**config.mk**
```make
export PLATFORM = sky130hd
export DESIGN_NAME = vga_timing_out
export DESIGN_NICKNAME = d
export VERILOG_FILES = /design/src/rtl/vga_timing_out.sv
export SDC_FILE = /design/constraint.sdc
export NUM_CORES = 1
export LEC_CHECK = 0
export ABC_AREA = 1
export CORE_MARGIN = 2
export CORE_UTILIZATION = 52
export CTS_CLUSTER_SIZE = 8
export DETAILED_ROUTE_END_ITERATION = 10
export PLACE_DENSITY = 0.79
export SYNTH_ARGS = -nofsm -noshare
export SYNTH_HDL_FRONTEND = slang
export SYNTH_SLANG_ARGS = --single-unit
```
**constraint.sdc**
```tcl
create_clock -name CLK_40M -period 2.1 [get_ports CLK_40M]
set_clock_uncertainty 0.05 [all_clocks]
set_input_delay 0.42 -clock CLK_40M [delete_from_list [all_inputs] [get_ports CLK_40M]]
set_output_delay 0.42 -clock CLK_40M [all_outputs]
set_load 0.02 [all_outputs]
```
**src/rtl/vga_timing_out.sv**
```systemverilog
// 800x600@60 SVGA raster generator: issues one pixel request per visible pixel and
// drives delay-matched sync and RGB565 outputs from the word returned REQ_LEAD cycles later.
module vga_timing_out #(
    parameter int H_VIS    = 800,
    parameter int H_FP     = 40,
    parameter int H_SYNC   = 128,
    parameter int H_BP     = 88,
    parameter int V_VIS    = 600,
    parameter int V_FP     = 1,
    parameter int V_SYNC   = 4,
    parameter int V_BP     = 23,
    parameter int REQ_LEAD = 2
) (
    input  logic        CLK_40M,
    input  logic        SYS_RST,
    output logic        VGA_REQ,
    input  logic [15:0] SLCT_OUT_DATA,
    output logic        VGA_HS,
    output logic        VGA_VS,
    output logic [4:0]  VGA_R,
    output logic [5:0]  VGA_G,
    output logic [4:0]  VGA_B,
    output logic        FRAME_START
);

    localparam int H_TOT = H_VIS + H_FP + H_SYNC + H_BP;
    localparam int V_TOT = V_VIS + V_FP + V_SYNC + V_BP;

    localparam logic [10:0] H_LAST  = 11'(H_TOT - 1);
    localparam logic [10:0] H_VISC  = 11'(H_VIS);
    localparam logic [10:0] HS_BEG  = 11'(H_VIS + H_FP);
    localparam logic [10:0] HS_END  = 11'(H_VIS + H_FP + H_SYNC);
    localparam logic [9:0]  V_LAST  = 10'(V_TOT - 1);
    localparam logic [9:0]  V_VISC  = 10'(V_VIS);
    localparam logic [9:0]  VS_BEG  = 10'(V_VIS + V_FP);
    localparam logic [9:0]  VS_END  = 10'(V_VIS + V_FP + V_SYNC);

    logic [10:0] h_cnt_q, h_cnt_d;
    logic [9:0]  v_cnt_q, v_cnt_d;

    logic active_s0, hs_s0, vs_s0, fs_s0;

    // Index 0 is the VGA_REQ stage; index REQ_LEAD feeds the output register.
    logic [REQ_LEAD:0] act_q, act_d;
    logic [REQ_LEAD:0] hs_q, hs_d;
    logic [REQ_LEAD:0] vs_q, vs_d;
    logic [REQ_LEAD:0] fs_q, fs_d;

    logic [15:0] rgb_q, rgb_d;
    logic        hs_out_q, vs_out_q, fs_out_q;

    always_comb begin
        h_cnt_d = h_cnt_q + 11'd1;
        v_cnt_d = v_cnt_q;
        if (h_cnt_q == H_LAST) begin
            h_cnt_d = '0;
            if (v_cnt_q == V_LAST) begin
                v_cnt_d = '0;
            end else begin
                v_cnt_d = v_cnt_q + 10'd1;
            end
        end
    end

    always_comb begin
        active_s0 = (h_cnt_q < H_VISC) && (v_cnt_q < V_VISC);
        hs_s0     = (h_cnt_q >= HS_BEG) && (h_cnt_q < HS_END);
        vs_s0     = (v_cnt_q >= VS_BEG) && (v_cnt_q < VS_END);
        fs_s0     = (h_cnt_q == '0) && (v_cnt_q == '0);
    end

    always_comb begin
        act_d = {act_q[REQ_LEAD-1:0], active_s0};
        hs_d  = {hs_q[REQ_LEAD-1:0], hs_s0};
        vs_d  = {vs_q[REQ_LEAD-1:0], vs_s0};
        fs_d  = {fs_q[REQ_LEAD-1:0], fs_s0};
        // Returned data is only trusted on cycles that answer a request.
        rgb_d = act_q[REQ_LEAD] ? SLCT_OUT_DATA : '0;
    end

    always_ff @(posedge CLK_40M) begin
        if (SYS_RST) begin
            h_cnt_q  <= '0;
            v_cnt_q  <= '0;
            act_q    <= '0;
            hs_q     <= '0;
            vs_q     <= '0;
            fs_q     <= '0;
            rgb_q    <= '0;
            hs_out_q <= 1'b0;
            vs_out_q <= 1'b0;
            fs_out_q <= 1'b0;
        end else begin
            h_cnt_q  <= h_cnt_d;
            v_cnt_q  <= v_cnt_d;
            act_q    <= act_d;
            hs_q     <= hs_d;
            vs_q     <= vs_d;
            fs_q     <= fs_d;
            rgb_q    <= rgb_d;
            hs_out_q <= hs_q[REQ_LEAD];
            vs_out_q <= vs_q[REQ_LEAD];
            fs_out_q <= fs_q[REQ_LEAD];
        end
    end

    assign VGA_REQ     = act_q[0];
    assign VGA_HS      = hs_out_q;
    assign VGA_VS      = vs_out_q;
    assign FRAME_START = fs_out_q;
    assign VGA_R       = rgb_q[15:11];
    assign VGA_G       = rgb_q[10:5];
    assign VGA_B       = rgb_q[4:0];

endmodule

```
* Yosys cells after proc, flatten, opt, wreduce, memory -nomap -nowiden
Cells that the tools add are included.
** Word-level totals
- Register bits :: 52
- Input port bits :: 18
- Output and inout bits :: 20
- Word-level logic and storage cells :: 30
** Operators by class
- Add/subtract/negate cells :: 2
- Order comparisons :: 6
- Equality and inequality tests :: 2
- Mux-type cells :: 1
- Bitwise logic cells :: 1
- Reduce and logical (&&, ||, !) cells :: 8
** Operators by type and width (number)
- < comparator 11 x 10 -> 1 bit (second input constant) :: 2
- < comparator 10 bit (second input constant) :: 2
- adder 11 x 1 -> 11 bit (second input constant) :: 1
- == test 11 bit (second input constant) :: 1
- greater-or-equal comparator 11 x 10 -> 1 bit (second input constant) :: 1
- zero test 11 bit :: 1
- adder 10 x 1 -> 10 bit (second input constant) :: 1
- == test 10 bit (second input constant) :: 1
- greater-or-equal comparator 10 bit (second input constant) :: 1
- zero test 10 bit :: 1
- two-way mux 10 bit :: 1
- logical AND 1 bit :: 4
- OR reduction 2 bit :: 2
- NOT 1 bit :: 1

* Longest topological paths before layout
- Word-level depth :: 2
- Depth in mapped cells :: 9
- Gate-level depth less buffers :: 8

* Least setup slack after synthesis
OpenSTA, ideal clock, no wires.
- Path type :: register to register
- Start :: reg h_cnt_q[0]
- End :: reg h_cnt_q[5]
- Setup time :: 115 ps
- Arrival time :: 1268 ps
- Path slack :: 667 ps
- Cell stages (with the launch flop) :: 8
- Cell sequence :: dfxtp_1 > ha_1 > nand3_4 > nor2_8 > nand2_4 > nand2_4 > buf_12 > nor2_2
** Between the ends
- Word-level cells in the longest chain between the ends :: 2
- Elaborated cells on any way between the ends :: 3
- Classes of those cells :: 1 x add/sub; 1 x eq/ne; 1 x reduce/logical
** RTL lines
- start: declaration :: line 38 : logic [10:0] h_cnt_q, h_cnt_d;
- start signal: assignment :: line 94 : h_cnt_q <= h_cnt_d;
- parallel branches: the longest is 2 deep, another holds adder 11 x 1 -> 11 bit
Parallel ways; which one is timed is not known.
A chain may end at the register's enable or synchronous reset.

* Worst setup path in the final report
- Start :: reg act_q[0]
- End :: out VGA_REQ
** RTL lines
- start: declaration :: line 44 : logic [REQ_LEAD:0] act_q, act_d;
- start signal: assignment :: line 96 : act_q <= act_d;
- end: declaration :: line 16 : output logic VGA_REQ,
No word-level cell between the ends.

==> run_results.csv <==
group,metric,value,unit
status,status,"finished clean",
timing,timing.fmax,581.0,MHz
clock_tree,clock_sinks,52,
timing,slew-limit-headroom,66.88,%
layout,nets,362,
clock_tree,cts_tree,"done",
layout,syn2layout_area_growth,22.97,%
clock_tree,postCtsSetupBuffers,0,
yosys,synthArstFlopShare,0,%
layout,final_cell_mix,"inv_1, nor2_1, dfxtp_1",
power_and_ir_drop,switching_power,0.0003857,W
placed_design,gp_congestion,0.9364,
detailed_routing,ant_nets,0,
global_routing,grt_max_degree,18,
detailed_routing,drc,0,
yosys,post_synth.cell_area_avg,7.524,sq um
yosys,synth_fp_nets,322,
floorplanning,fp-row-count,23,
yosys,synthCells,299,
global_routing,grt_first_pass_wirelength,7631,um
placed_design,placement.cell_area,0.002651,sq mm
clock_tree,numCtsBuffers,5,
worst_hold_path,hold_end,"fs_q[2]",
timing,report.final.slew_viol_count,0,
clock_tree,cts.repair.resized,0,
timing,worst_pin_slew,495.6,ps
detailed_routing,via_per_inst,4.695,
clock_tree,clk_pin_slew,90,ps
layout,fin_util,67.70,%
yosys,ys_seq_elements,52,
power_and_ir_drop,vdd.ir_drop.worst,0.0003173,V
power_and_ir_drop,p_leak,1.216,nW
layout,antenna_cells,0,
timing,finalSetupViolations,0,
global_routing,overflow,0,
floorplanning,start_util,55.05,%
yosys,synth-main-ff-cell,"dfxtp_1",
setup_path,slowest_stage,"clkdlybuf4s50_1",
setup_path,worstPathRequired,1630,ps
clock_tree,max-clock-path-buffers,2,
detailed_routing,routed_wl,4308,um
layout,fin_area,0.002766,sq mm
power_and_ir_drop,p_comb_share,5.9,%
run,drv_cap,0,
layout,final_common_cell,"inv_1",
timing,min_period,1721,ps
power_and_ir_drop,switching_share,21.40,%
power_and_ir_drop,clock_power_share,38.0,%
power_and_ir_drop,p_int,0.001417,W
yosys,netlist_area,0.002250,sq mm
global_routing,antenna_found_initial,0,
layout,drive_gt1_share,9.412,%
setup_path,critPathMaxFanout,2,
global_routing,grt_util_all_layers,19.04,%
detailed_routing,wl_per_cell,11.05,um
setup_path,worstPathBufferInverterCount,1,
setup_path,critPathKind,"reg -> out",
clock_tree,cts_max_level,2,
worst_hold_path,hold_start,"fs_q[1]",
setup_path,crit-reg2reg-capture,"v_cnt_q[5]",
worst_hold_path,hold_class,"reg -> reg",
floorplanning,fp.coreArea,0.004086,sq mm
setup_path,reg2reg_from,"h_cnt_q[0]",
timing,rsz0062_at_grt,"no",
floorplanning,die_x,69.78,um
setup_path,cp_top_family,"buffers and inverters",
setup_path,cpPeakStageDelay,600,ps
placed_design,dp_hpwl,3383,um
detailed_routing,initialDrtViolationCount,76,
setup_path,cp-start-kind,"flop",
clock_tree,clk_latency,300,ps
setup_path,end_kind,"primary output",
global_routing,grt_pass1_vias,1756,
setup_path,cp_data_arrival_time,1250,ps
setup_path,path_depth,1,
timing,fin_tns_setup,0,ps
yosys,ys_warn_count,0,
setup_path,path_cells,"clkdlybuf4s50_1",
placed_design,port_buffers,37,
power_and_ir_drop,power.density,651.7,mW/mm^2
yosys,synth_cell_types,33,
timing,fin_crit_sh,81.96,%
floorplanning,die_h,69.78,um
floorplanning,die_area,0.004869,sq mm
setup_path,rr_worst_depth,8,
worst_hold_path,whs_path_depth,2,
detailed_routing,first_pass_iters,5,
clock_tree,postCtsHoldBufs,0,
floorplanning,ios,38,
yosys,yosysSeqAreaShare,46.27,%
clock_tree,root_buffer,"clkbuf_8",
power_and_ir_drop,power_frac_seq,56.1,%
yosys,synth_edf_count,0,
detailed_routing,vias,1831,
timing,hold_viol_final,0,
setup_path,r2r_slack,390,ps
registers in the layout (all words and copies together), names as in the netlist:
| signal | cells |
|---|---|
| FRAME_START | 1 |
| VGA_HS | 1 |
| VGA_VS | 1 |
| act_q | 3 |
| fs_q | 3 |
| h_cnt_q | 11 |
| hs_q | 3 |
| rgb_q | 16 |
| v_cnt_q | 10 |
| vs_q | 3 |
power groups by stage:
stage	Combinational, W	Sequential, W	Clock [W]
finish	0.000107	0.00101	0.000685
floorplan	0.0000483	0.00104	0
CTS	0.000108	0.00101	0.000705
global route	0.000119	0.00101	0.000745
global placement	0.000106	0.00103	0
detailed placement	0.000108	0.00103	0
kinds of logic (layout without fill, tap and decap cells):
kind of cell / after synthesis / count (layout) / synth area share (%)
DFF: 52 / 52 / 46.27
buffers and inverters: 66 / 107 / 11.96
and+or+nand+nor: 157 / 157 / 33.09
xor gates and xnor gates: 5 / 5 / 1.947
adders and majority gates: 5 / 5 / 2.781
AOI/OAI and AO/OA: 14 / 14 / 3.949
final cells by class:
cell class | count | area [sq um]
fill | 360 | 1320
sequential | 52 | 1041
multi-input combinational | 181 | 939.7
timing repair buffer | 38 | 377.9
inverter | 61 | 230.2
clock buffer | 5 | 68.82
tap | 50 | 62.56
clock inverter | 3 | 46.29
per-layer routing:
metal	track usage (%)	share of wire, %	vias up
met3	4.797	5.1	5
met4	5.128	0.86	0
met2	32.38	48	46
met5	0	0	-
li1	-	-	984
met1	23.96	46	796
stage by stage:
| step | std cells | hold WS, ps | total power, W | setup WS, ps |
|---|---|---|---|---|
| final | 390 | 356.0 | 0.001803 | 378.9 |
| after global routing | 390 | 373.8 | 0.001878 | 234.7 |
| after CTS | 390 | 357.7 | 0.001825 | 364.5 |
| after detailed placement | 382 | 343.9 | 0.001142 | 392.1 |
| after global placement | 382 | 339.0 | 0.001140 | 427.5 |
| after floorplan | 299 | 338.3 | 0.001090 | 667.2 |
worst max path at each step:
stage                     startpoint          to  slack, ps
after floorplan           h_cnt_q[0]  h_cnt_q[5]        670
after global placement       SYS_RST     fs_q[0]        430
after detailed placement     SYS_RST   rgb_q[13]        390
after CTS                   act_q[0]     VGA_REQ        360
after global routing      h_cnt_q[0]  v_cnt_q[5]        230
final                       act_q[0]     VGA_REQ        380
cells in the mapped netlist (2+ instances only):
library cell	n	share of area, %
nand4_1	8	2.2
dfxtp_1	52	46
nor3_1	4	0.89
nand3_1	19	4.2
a21oi_1	2	0.44
inv_2	2	0.33
nand2_1	50	8.3
inv_1	57	9.5
o21ai_0	5	1.1
nor2_1	56	9.3
xor2_1	5	1.9
nor2_2	8	2.2
nand2_4	3	1.5
a21oi_2	3	1.2
ha_1	5	2.8
buf_2	3	0.67
worst min-delay path, delay by kind of cell (launching register included):
kind	cells	cell delay [ps]
flops	1	310
buf+inv	1	40
simple gates	1	30
(Power assumes the default switching activity.)
